[config.mk]
export PLATFORM = sky130hd
export DESIGN_NAME = mem_port_arbiter
export DESIGN_NICKNAME = d
export VERILOG_FILES = /design/src/rtl/mips_bus_pkg.sv /design/src/rtl/mem_port_arbiter.sv
export SDC_FILE = /design/constraint.sdc
export NUM_CORES = 1
export LEC_CHECK = 0
export ABC_AREA = 0
export CAP_MARGIN = 0
export CORE_MARGIN = 2
export CORE_UTILIZATION = 41
export DETAILED_ROUTE_END_ITERATION = 10
export PLACE_DENSITY = 0.92
export RECOVER_POWER = 50
export SETUP_SLACK_MARGIN = 0.5
export SYNTH_ARGS = -nofsm -noshare
export SYNTH_HDL_FRONTEND = slang
export SYNTH_SLANG_ARGS = --single-unit
[constraint.sdc]
create_clock -name clk -period 6.5 [get_ports clk]
set_clock_uncertainty 0.05 [all_clocks]
set_input_delay 1.95 -clock clk [delete_from_list [all_inputs] [get_ports clk]]
set_output_delay 1.95 -clock clk [all_outputs]
set_load 0.01 [all_outputs]
[src/rtl/mips_bus_pkg.sv]
// Shared types and constants for the CPU memory-port arbiter and its neighbours.
package mips_bus_pkg;

    typedef enum logic [1:0] {
        IDLE,
        FETCH,
        DATA
    } arb_state_t;

    localparam logic [3:0]  BYTE_EN_ALL  = 4'b1111;
    localparam logic [31:0] RESET_VECTOR = 32'hBFC00000;

endpackage

[src/rtl/mem_port_arbiter.sv]
// Shares one Avalon-style memory port between instruction fetch and load/store.
// Data has priority; a starvation counter forces a fetch after STARVE_LIMIT data grants.
module mem_port_arbiter
    import mips_bus_pkg::*;
#(
    parameter int STARVE_LIMIT = 4,
    parameter int ADDR_W       = 32
) (
    input  logic              clk,
    input  logic              reset,

    input  logic              if_req,
    input  logic [ADDR_W-1:0] if_address,
    output logic [31:0]       if_rdata,
    output logic              if_valid,
    output logic              if_stall,

    input  logic              d_read,
    input  logic              d_write,
    input  logic [ADDR_W-1:0] d_address,
    input  logic [31:0]       d_writedata,
    input  logic [3:0]        d_byteenable,
    output logic [31:0]       d_rdata,
    output logic              d_valid,
    output logic              d_stall,

    output logic [ADDR_W-1:0] mem_address,
    output logic              mem_read,
    output logic              mem_write,
    output logic [31:0]       mem_writedata,
    output logic [3:0]        mem_byteenable,
    input  logic              mem_waitrequest,
    input  logic [31:0]       mem_readdata
);

    localparam logic [3:0] LIMIT = 4'(STARVE_LIMIT);

    arb_state_t state, state_nxt;
    logic [3:0] starve_cnt, starve_cnt_nxt;
    logic       grant_fetch, grant_data, done;

    logic d_any, if_pend, d_pend, d_turn_hold;

    assign d_any   = d_read | d_write;
    // A requester whose valid is high is finishing; its request is not a new one yet.
    assign if_pend = if_req & ~if_valid;
    assign d_pend  = d_any & ~d_valid;

    assign if_stall = if_req & ~if_valid;
    assign d_stall  = d_any & ~d_valid;

    // Data still asserted in its own valid cycle will be re-requested next cycle;
    // keep data priority across that turnaround unless fetch is due.
    assign d_turn_hold = d_valid & d_any & (starve_cnt < LIMIT);

    // NOTE: state registers use non-blocking assignments so every flop samples
    // pre-edge values, independent of process ordering.
    always_ff @(posedge clk or posedge reset) begin
        if (reset) begin
            state      <= IDLE;
            starve_cnt <= '0;
        end else begin
            state      <= state_nxt;
            starve_cnt <= starve_cnt_nxt;
        end
    end

    // NOTE: every output of this block gets a default first so no path leaves a
    // value unassigned, which would otherwise infer a latch.
    always_comb begin
        state_nxt      = state;
        starve_cnt_nxt = starve_cnt;
        grant_fetch    = 1'b0;
        grant_data     = 1'b0;
        done           = 1'b0;
        unique case (state)
            IDLE: begin
                // Raw if_req counts as waiting so a fetch re-request in its valid
                // cycle still accrues starvation credit.
                if (d_pend && (!if_req || starve_cnt < LIMIT)) begin
                    grant_data     = 1'b1;
                    state_nxt      = DATA;
                    starve_cnt_nxt = if_req ? starve_cnt + 4'd1 : 4'd0;
                end else if (if_pend && !d_turn_hold) begin
                    grant_fetch    = 1'b1;
                    state_nxt      = FETCH;
                    starve_cnt_nxt = 4'd0;
                end
            end
            FETCH, DATA: begin
                if (!mem_waitrequest) begin
                    done      = 1'b1;
                    state_nxt = IDLE;
                end
            end
            default: state_nxt = IDLE;
        endcase
    end

    always_ff @(posedge clk or posedge reset) begin
        if (reset) begin
            mem_address    <= '0;
            mem_read       <= 1'b0;
            mem_write      <= 1'b0;
            mem_writedata  <= '0;
            mem_byteenable <= '0;
            if_valid       <= 1'b0;
            d_valid        <= 1'b0;
            if_rdata       <= '0;
            d_rdata        <= '0;
        end else begin
            if_valid <= 1'b0;
            d_valid  <= 1'b0;

            if (grant_data) begin
                mem_address    <= d_address;
                mem_write      <= d_write;
                mem_read       <= d_read & ~d_write;
                mem_writedata  <= d_writedata;
                mem_byteenable <= d_byteenable;
            end else if (grant_fetch) begin
                mem_address    <= if_address;
                mem_read       <= 1'b1;
                mem_write      <= 1'b0;
                mem_byteenable <= BYTE_EN_ALL;
            end

            if (done) begin
                mem_read  <= 1'b0;
                mem_write <= 1'b0;
                if (state == FETCH) begin
                    if_valid <= 1'b1;
                    if_rdata <= mem_readdata;
                end else begin
                    d_valid <= 1'b1;
                    if (mem_read) d_rdata <= mem_readdata;
                end
            end
        end
    end

endmodule
# [Word level (Yosys, flattened, before mapping)]
# Index checks and enable logic that the tools add are counted.
[totals] out_inout_bits=138 inputBits=138 regBits=142
[classes] bitwise_logic=10 addsub=1 muxes=28 magnitude_cmp=1 eq_ne=4 reduce_logical=14
[op_table] op="32-bit 2-to-1 mux" count=2
[op_table] op="4-bit 2-to-1 mux" count=5
[op_table] op="1-bit 2-to-1 mux" count=17
[op_table] op="2-bit 2-to-1 mux" count=3
[op_table] op="2-bit AND reduction" count=3
[op_table] op="1-bit AND" count=5
[op_table] op="4-bit by 1-bit adder with 4-bit output (second input constant)" count=1
[op_table] op="4-bit by 3-bit less-than comparator with 1-bit output (second input constant)" count=1
[op_table] op="1-bit NOT" count=4
[op_table] op="2-bit case mux with 2 select lines" count=1
[op_table] op="2-bit nonzero test" count=2
[op_table] op="3-bit != test (second input constant)" count=1
[op_table] op="3-bit AND reduction" count=1
[op_table] op="3-bit nonzero test" count=1
[op_table] op="2-bit by 1-bit equality test with 1-bit output (second input constant)" count=1
[op_table] op="2-bit equality test (second input constant)" count=1
[op_table] op="1-bit logical AND" count=2
[op_table] op="1-bit logical NOT" count=2
[op_table] op="2-bit logical NOT" count=1
[op_table] op="2-bit != test (second input constant)" count=1
[op_table] op="2-bit OR reduction" count=1
[op_table] op="1-bit logical OR" count=1
[op_table] op="1-bit bitwise OR" count=1

# [Logic depth before layout (Yosys ltp)]
# Gate-level depths: netlist of run 1.
[logic_depth] word_depth=11 mapped_depth=8 depth_no_buf=6

# [Least setup slack after synthesis of run 1]
# OpenSTA, ideal clock, no wires.
[synth_timing] kind="input-to-output" start="input d_write" end="output d_stall" path_stages=1 path_buffers=0 setup_slack_ps=2320 t_arrival_ps=2180 t_required_ps=4500 cell_sequence="o21ba_2"
[synth_between] elab_chain_len=2
[synth_lines] item="start: declaration" line_no="mem_port_arbiter.sv:19" text="input logic d_write,"
[synth_lines] item="1-bit bitwise OR" line_no="mem_port_arbiter.sv:44" text="assign d_any = d_read | d_write;"
[synth_lines] item="1-bit AND" line_no="mem_port_arbiter.sv:50" text="assign d_stall = d_any & ~d_valid;"
[synth_lines] item="end: declaration" line_no="mem_port_arbiter.sv:25" text="output logic d_stall,"
# No other way between the ends.

# [Worst setup path after layout of run 1]
[layout_timing] start="input if_req" end="output if_stall"
[layout_between] elab_chain_len=1
[layout_lines] item="start: declaration" line_no="mem_port_arbiter.sv:12" text="input logic if_req,"
[layout_lines] item="1-bit AND" line_no="mem_port_arbiter.sv:49" text="assign if_stall = if_req & ~if_valid;"
[layout_lines] item="end: declaration" line_no="mem_port_arbiter.sv:16" text="output logic if_stall,"
# No other way between the ends.

==> results of run 1 <==
==> through the flow <==
stage                util  area, um2
floorplan               -       5680
global placement    0.622       8530
finish              0.662       9090
global route        0.662       9090
CTS                 0.663       9100
detailed placement  0.622       8530
==> report_power, final <==
part | switching (uW) | total (uW) | leakage, uW | internal (uW)
combinational | 891 | 2030 | 0.00196 | 1140
clock | 378 | 908 | 0.000276 | 531
sequential | 225 | 1550 | 0.00171 | 1320
total | 1490 | 4480 | 0.00394 | 2990
==> cell usage after synthesis (all sizes together) (3+ instances only) <==
cell / number / area (um2)
a21oi: 3 / 15.0
dfrtp: 142 / 3550
inv: 6 / 22.5
o21ai: 3 / 18.8
o21a: 32 / 240
o22a: 36 / 338
ha: 3 / 37.5
mux2: 64 / 721
clkbuf: 3 / 13.8
nand2: 101 / 387
buf: 22 / 158
nand3: 5 / 30.0
==> tightest hold or removal path: stages (launching register included) <==
cell and delay (ns):
dfrtp_1 0.33, nand2_1 0.05, nand2_1 0.06
==> flip-flops by register name, indices dropped and copies added, names as in the netlist <==
name / cells
d_rdata: 32
d_valid: 1
if_rdata: 32
if_valid: 1
mem_address: 32
mem_byteenable: 4
mem_read: 1
mem_write: 1
mem_writedata: 32
starve_cnt: 4
state: 2
==> cells by family (layout without fill, tap and decap cells) <==
logic type | count (synthesis) | count (layout)
adder cells (fa/ha/maj) | 3 | 3
multiplexers | 64 | 64
AND/OR/NAND/NOR | 117 | 117
flip-flops | 142 | 142
AO/OA/AOI/OAI | 81 | 81
buffers and inverters | 31 | 318
==> metal layers <==
metal  routed length, um  share of wire  up-vias  GRT usage
met5                  13        0.00082        -          0
met4                 331          0.021        2     0.0819
met3                1420          0.089       29     0.0871
met2                8230           0.52      205      0.382
met1                5860           0.37     2191      0.230
li1                    -              -     2078          -
==> final timing paths <==
path                                                 endpoint                          start  depth (start not counted)  slack, ns
worst max-delay path                                 if_stall                         if_req                          3       1.02
worst min-delay path            mem_writedata[21]$_DFFE_PP0P_  mem_writedata[21]$_DFFE_PP0P_                          2       0.42
worst max register to register       if_rdata[18]$_DFFE_PP0P_           state[1]$_DFFE_PP0P_                          6       3.44
worst min register to register  mem_writedata[21]$_DFFE_PP0P_  mem_writedata[21]$_DFFE_PP0P_                          2       0.42
max in group asynchronous        mem_writedata[6]$_DFFE_PP0P_                          reset                          3       2.35
min in group asynchronous            if_rdata[21]$_DFFE_PP0P_                          reset                          2       2.72
==> cell usage in the layout, fill, tap and decap left out, types with 2 or more instances in the layout <==
cell type and n:
o22a_1 18, o21a_1 32, o21ai_0 2, dlygate4sd3_1 62, and2_1 2, nor2_1 2, nand2_1 100, a21oi_1 3
ha_1 3, clkinvlp_4 3, inv_1 5, dfrtp_1 142, o22a_2 18, nand3_1 4, mux2_2 63, clkdlybuf4s50_1 213
nand2b_1 2, clkinv_4 4, inv_6 3, buf_4 4, clkinv_2 4, and3_1 2, clkbuf_16 17
==> layout make-up <==
class | instances | area (um2) | area share
Clock buffer | 17 | 425 | 0.0468
Clock inverter | 15 | 138 | 0.0151
Inverter | 6 | 26.3 | 0.00289
Multi-Input combinational cell | 265 | 1930 | 0.213
Sequential cell | 142 | 3550 | 0.391
Tap cell | 180 | 225 | 0.0248
Timing Repair Buffer | 280 | 2790 | 0.307
==> key figures, run 1 <==
Status
  • Status: finished, violations left
  • Failing checks: capacitance limit, slew limit

Critical path
  • CP arrival: 3.48 ns
  • CP required: 4.50 ns
  • Crit path cell chain: dlygate4sd3_1 -> and2b_1 -> clkdlybuf4s50_1
  • Crit-path max cell delay: 0.67 ns
  • Crit Path Category: in2out
  • Worst Path Buf+Inv: 2
  • Crit start category: primary input
  • Crit-path max FO: 5
  • Crit-path leading delay family: buffers and inverters
  • Slowest CP cell: dlygate4sd3_1
  • CP endpoint kind: output pin

Route
  • Vias per cell: 4.98
  • 1st-pass router iterations: 4
  • Wire per inst: 17.5 um
  • Drt total wl: 15900 um
  • Starting DRT DRC Count: 244
  • DR vias: 4505
  • Residual DRC count: 0
  • Antenna Nets Post-Route: 0

Floorplanning
  • Die Y: 122 um
  • Rows: 43
  • Core box area: 0.0137 mm2
  • Io pins: 276
  • Die area: 0.0148 mm2
  • Chip Width: 122 um
  • Initial Util: 0.414

CTS
  • # hold bufs at CTS: 0
  • Total clock sinks: 142
  • CTS tree: built
  • Clock Tree Root: clkbuf_16
  • Quantity of gates resized following cts: 0
  • H-tree levels: 4
  • Clk slew on worst S/H paths: 0.06 ns
  • Post-CTS Setup Inserts: 0
  • Maximum clock path buffer count: 2
  • Number of CTS-inserted buffers: 17
  • Skew-Pair Late Insertion Delay: 0.41 ns

Logic synthesis
  • Mapped Avg Cell Area: 13.0 um2
  • Mapped Nets: 579
  • Synth async-reset ratio: 1.00
  • Mux cell area share after synthesis: 0.127
  • Top_reg_cell synth: dfrtp_1
  • Synth Area in Adders: 0.00660
  • Synth unique cells: 34
  • Complex-gate fraction of the synthesized area: 0.122
  • Simple-Gate Fraction of Synth Area: 0.0852
  • Sequential area share after synthesis: 0.625
  • Main combinational cell family by area after synthesis: multiplexers
  • Post-Synth XOR/XNOR Area: 0
  • FF+latch count, synth: 142
  • Cells after Synth: 438
  • Number of flops mapped to enable cells by yosys: 0
  • Yosys warnings: 0
  • Post-Synthesis Cell Area: 0.00568 mm2

Global routing
  • Vias in the first global route: 4824
  • First-pass GRT wire length: 24500 um
  • Total grt overflow: 0
  • GRT Total Usage: 0.216
  • Largest net degree at the start of global routing: 118
  • Initial antenna violation count: 1

Placement
  • Buffers added on ports: 275
  • Inst Count DP: 873
  • Dpl hpwl: 11200 um
  • Gpl congestion: 0.800
  • Pre-CTS setup slack: 1.20 ns

STA
  • Relative slew slack: -0.624
  • Post-layout min period: 5.48 ns
  • Slew @ Worst Pin: 2.44 ns
  • Hold slack: 0.417 ns
  • Unrepaired setup endpoints after global routing: false
  • Tcrit/Tclk final: 0.844
  • Final setup vio count: 0
  • Final setup margin: 1.02 ns
  • Fin. Hold Viols: 0
  • Slew Limit Fails: 151
  • Fmax: 182 MHz
  • Setup TNS: 0 ns

Cells and area
  • Share of cells above drive strength 1: 0.170
  • ANT cells: 0
  • Fill cell count: 997
  • Area delta synth->final: 59.9%
  • Post-Layout Cell Count: 905
  • Final-stage net count: 853

Pwr
  • Worst VDD drop: 0.265 mV
  • Power Dens Cells: 493 mW/mm2
  • Overall power: 4480 uW
  • Static Leak: 0.00394 uW

Worst hold path
  • Hold crit path type: reg2reg

Job
  • Number of max-cap violations: 2
(Power assumes the default switching activity.)
==> run 2, diff against run 1 <==
--- a/config.mk
+++ b/config.mk
@@ -8,9 +8,9 @@
 export ABC_AREA = 0
 export CAP_MARGIN = 0
 export CORE_MARGIN = 2
-export CORE_UTILIZATION = 41
+export CORE_UTILIZATION = 37
 export DETAILED_ROUTE_END_ITERATION = 10
-export PLACE_DENSITY = 0.92
+export PLACE_DENSITY = 0.88
 export RECOVER_POWER = 50
 export SETUP_SLACK_MARGIN = 0.5
 export SYNTH_ARGS = -nofsm -noshare
==> constraint.sdc (replaced) <==
create_clock -name clk -period 5 [get_ports clk]
set_clock_uncertainty 0.05 [all_clocks]
set_input_delay 1.5 -clock clk [delete_from_list [all_inputs] [get_ports clk]]
set_output_delay 1.5 -clock clk [all_outputs]
set_load 0.01 [all_outputs]
==> key figures, run 2 (synthesis gave the netlist of run 1 again) <==
Placement
  • Dpl hpwl: 11400 um
  • Gpl congestion: 0.856
  • Buffers added on ports: 275

Cells and area
  • ANT cells: 0
  • Most frequent cells in the layout: clkdlybuf4s50_1, dfrtp_1, nand2_1
  • Area delta synth->final: 61.2%
  • Share of cells above drive strength 1: 0.169
  • Final-stage net count: 855
  • Fill cell count: 1233
  • Commonest non-fill, non-tap cell in the layout: clkdlybuf4s50_1

Critical path
  • Crit-path max cell delay: 0.64 ns
  • CP endpoint kind: output pin
  • Crit start category: primary input
  • Slowest CP cell: dlygate4sd3_1
  • Crit Path Category: in2out
  • CP required: 3.45 ns
  • Crit-path max FO: 5
  • FF-to-FF Start: state[1]$_DFFE_PP0P_
  • CP arrival: 2.99 ns
  • Crit path cell chain: dlygate4sd3_1 -> and2b_1 -> clkdlybuf4s50_1
  • Crit path from: if_req

Pwr
  • Power Dens Cells: 652 mW/mm2
  • Overall power: 5970 uW
  • Worst VDD drop: 0.345 mV
  • Static Leak: 0.00397 uW

STA
  • Tcrit/Tclk final: 0.908
  • Relative slew slack: 0.0948
  • Final setup vio count: 0
  • Slew @ Worst Pin: 1.35 ns
  • Setup TNS: 0 ns
  • Fin. Hold Viols: 0
  • Fmax: 220 MHz
  • Slew Limit Fails: 0
  • Unrepaired setup endpoints after global routing: false
  • Post-layout min period: 4.54 ns

Floorplanning
  • Chip Width: 128 um
  • Die area: 0.0164 mm2
  • Io pins: 276
  • Rows: 45
  • Initial Util: 0.377
  • Die Y: 128 um
  • Core box area: 0.0151 mm2

Global routing
  • GRT Total Usage: 0.198
  • Initial antenna violation count: 1
  • Largest net degree at the start of global routing: 94
  • Vias in the first global route: 4844
  • First-pass GRT wire length: 25000 um
  • Total grt overflow: 0

Route
  • Wire per inst: 17.3 um
  • M1 WL: 6060 um
  • DR vias: 4455
  • Drt total wl: 15800 um
  • Antenna Nets Post-Route: 0
  • Met2 WL post-DR: 7990 um
  • Residual DRC count: 0
  • Vias per cell: 4.87
  • Met3 wire length: 1320 um
  • Starting DRT DRC Count: 157
  • 1st-pass router iterations: 4
  • Highest routed metal layer: met5

CTS
  • Post-CTS Setup Inserts: 0
  • Skew-Pair Late Insertion Delay: 0.40 ns
  • Number of CTS-inserted buffers: 17
  • Quantity of gates resized following cts: 0
  • Maximum clock path buffer count: 2
  • # hold bufs at CTS: 0
  • CTS tree: built
  • H-tree levels: 4
  • Total clock sinks: 142
  • Clock Tree Root: clkbuf_16
  • Clk slew on worst S/H paths: 0.06 ns

Status
  • Status: completed

Worst hold path
  • Hold crit path type: reg2reg
  • HP Start: mem_writedata[14]$_DFFE_PP0P_

Job
  • Number of max-cap violations: 0
-- run 2: through the flow --
step	util	area, um2	cells	setup WS, ns	hold WS, ns
floorplan	-	5690	438	1.67	0.413
global placement	0.568	8570	883	0.634	0.407
detailed placement	0.568	8570	883	0.596	0.412
CTS	0.609	9190	914	0.594	0.426
global route	0.607	9170	914	0.410	0.440
finish	0.607	9170	914	0.458	0.419
-- run 2: worst paths after layout --
| kind | endpoint | slack, ns | cells past startpoint |
|---|---|---|---|
| min in group asynchronous | if_rdata[23]$_DFFE_PP0P_ | 1.80 | 2 |
| worst min register to register | mem_writedata[14]$_DFFE_PP0P_ | 0.42 | 2 |
| worst max register to register | mem_address[0]$_DFFE_PP0P_ | 2.76 | 6 |
| worst min-delay path | mem_writedata[14]$_DFFE_PP0P_ | 0.42 | 2 |
| max in group asynchronous | mem_address[15]$_DFFE_PP0P_ | 1.18 | 3 |
| worst max-delay path | if_stall | 0.46 | 3 |
-- run 2: cell type report --
class,instances,area (um2),share of cell area
Sequential cell,142,3550,0.388
Timing Repair Buffer,282,2800,0.306
Multi-Input combinational cell,265,1930,0.211
Clock buffer,18,429,0.0468
Tap cell,188,235,0.0257
Clock inverter,13,188,0.0205
Inverter,6,23.8,0.00259
-- run 2: layer usage --
metal	track usage	vias to the layer above
li1	-	2073
met1	0.214	2169
met2	0.339	179
met3	0.0818	32
met4	0.0886	2
met5	0	-
-- run 2: power by group --
group / internal [uW] / leakage, uW / switching [uW] / total [uW]
Sequential: 1720 / 0.00171 / 284 / 2000
Combinational: 1490 / 0.00195 / 1160 / 2650
Clock: 836 / 0.000304 / 485 / 1320
-- run 2: critical path, delay by kind of cell --
family	cells	cell delay [ns]
buffers and inverters	2	1.24
AND/OR/NAND/NOR	1	0.26
==> run 3, diff against run 2 <==
--- a/config.mk
+++ b/config.mk
@@ -12,6 +12,7 @@
 export DETAILED_ROUTE_END_ITERATION = 10
 export PLACE_DENSITY = 0.88
 export RECOVER_POWER = 50
+export REMOVE_ABC_BUFFERS = 1
 export SETUP_SLACK_MARGIN = 0.5
 export SYNTH_ARGS = -nofsm -noshare
 export SYNTH_HDL_FRONTEND = slang
==> key figures, run 3 (synthesis gave the netlist of run 1 again) <==
STA
  • Hold slack: 0.424 ns
  • Tcrit/Tclk final: 0.902
  • Setup TNS: 0 ns
  • Fmax: 222 MHz
  • Slew @ Worst Pin: 1.92 ns
  • Final setup vio count: 0
  • Slew Limit Fails: 121
  • Unrepaired setup endpoints after global routing: false
  • Fin. Hold Viols: 0
  • Relative slew slack: -0.278
  • Post-layout min period: 4.51 ns

Route
  • Drt total wl: 15500 um
  • DR vias: 4482
  • Vias per cell: 4.89
  • Wire per inst: 17.0 um
  • Antenna Nets Post-Route: 0
  • 1st-pass router iterations: 4
  • Starting DRT DRC Count: 166
  • Residual DRC count: 0

CTS
  • Total clock sinks: 142
  • Skew-Pair Late Insertion Delay: 0.41 ns
  • H-tree levels: 4
  • Maximum clock path buffer count: 2
  • Number of CTS-inserted buffers: 17
  • # hold bufs at CTS: 0
  • Post-CTS Setup Inserts: 0
  • Quantity of gates resized following cts: 0
  • CTS tree: built
  • Clk slew on worst S/H paths: 0.07 ns
  • Clock Tree Root: clkbuf_16

Pwr
  • Worst VDD drop: 0.340 mV
  • Static Leak: 0.00394 uW
  • Power Dens Cells: 653 mW/mm2
  • Overall power: 5980 uW

Cells and area
  • Final-stage net count: 855
  • Finished Cell Area: 0.00916 mm2
  • Commonest non-fill, non-tap cell in the layout: clkdlybuf4s50_1
  • Area delta synth->final: 61.1%
  • Share of cells above drive strength 1: 0.169
  • Most frequent cells in the layout: clkdlybuf4s50_1, dfrtp_1, nand2_1
  • Fill cell count: 1172
  • Final Util: 0.607

Critical path
  • CP endpoint kind: output pin
  • Crit start category: primary input
  • CP required: 3.45 ns
  • CP arrival: 2.96 ns
  • Crit Path Category: in2out
  • Crit-path max FO: 5

Floorplanning
  • Die Y: 128 um
  • Rows: 45
  • Core box area: 0.0151 mm2
  • Die area: 0.0164 mm2
  • Io pins: 276
  • Chip Width: 128 um
  • Initial Util: 0.377

Global routing
  • M2 GR Usage: 0.326
  • GR peak layer: met2
  • GR Util met1: 0.202
  • GRT Total Usage: 0.189
  • Global Route met3 Usage: 0.0864
  • First-pass GRT wire length: 24000 um
  • Largest net degree at the start of global routing: 88
  • Total grt overflow: 0
  • Initial antenna violation count: 1
  • Vias in the first global route: 4672

Worst hold path
  • Hold crit path type: reg2reg

Placement
  • Buffers added on ports: 275
  • Dpl hpwl: 11200 um
  • Post-DP Area: 0.00857 mm2
  • Gpl congestion: 0.790

Status
  • Status: finished, violations left
  • Failing checks: capacitance limit, slew limit

Job
  • Number of max-cap violations: 2
## run 3: area by class of cell
cell class	count	area [um2]	share of cell area
Timing Repair Buffer	282	2810	0.307
Inverter	6	26.3	0.00287
Clock inverter	15	178	0.0194
Antenna cell	1	2.50	0.000273
Clock buffer	17	425	0.0464
Multi-Input combinational cell	265	1930	0.210
Tap cell	188	235	0.0257
Sequential cell	142	3550	0.388
## run 3: worst paths after layout
| check | start | to | slack [ns] | cells after the start |
|---|---|---|---|---|
| min | mem_writedata[31]$_DFFE_PP0P_ | mem_writedata[31]$_DFFE_PP0P_ | 0.42 | 2 |
| min in group asynchronous | reset | if_rdata[1]$_DFFE_PP0P_ | 2.03 | 2 |
| max | if_req | if_stall | 0.49 | 3 |
| max in group asynchronous | reset | d_rdata[16]$_DFFE_PP0P_ | 1.80 | 3 |
| min reg2reg | mem_writedata[31]$_DFFE_PP0P_ | mem_writedata[31]$_DFFE_PP0P_ | 0.42 | 2 |
| max reg2reg | state[1]$_DFFE_PP0P_ | if_rdata[22]$_DFFE_PP0P_ | 2.03 | 6 |
## run 3: per-layer routing
metal	share of wire	up-vias
li1	-	2082
met1	0.37	2174
met2	0.50	199
met3	0.11	27
met4	0.023	0
met5	0	-
## run 3: where the power goes
group          switching, uW  internal, uW  total [uW]
registers                287          1720        2000
clock network            524           752        1280
logic                   1160          1540        2700
## run 3: worst max-delay path, stage by stage
cell and delay (ns):
dlygate4sd3_1 0.64, and2b_1 0.25, clkdlybuf4s50_1 0.57
## run 3: metrics by stage
stage,instances,setup WS [ns]
after floorplan,413,-0.360
after global placement,883,0.623
after detailed placement,883,0.605
after CTS,915,0.598
after global routing,915,0.472
final,916,0.490
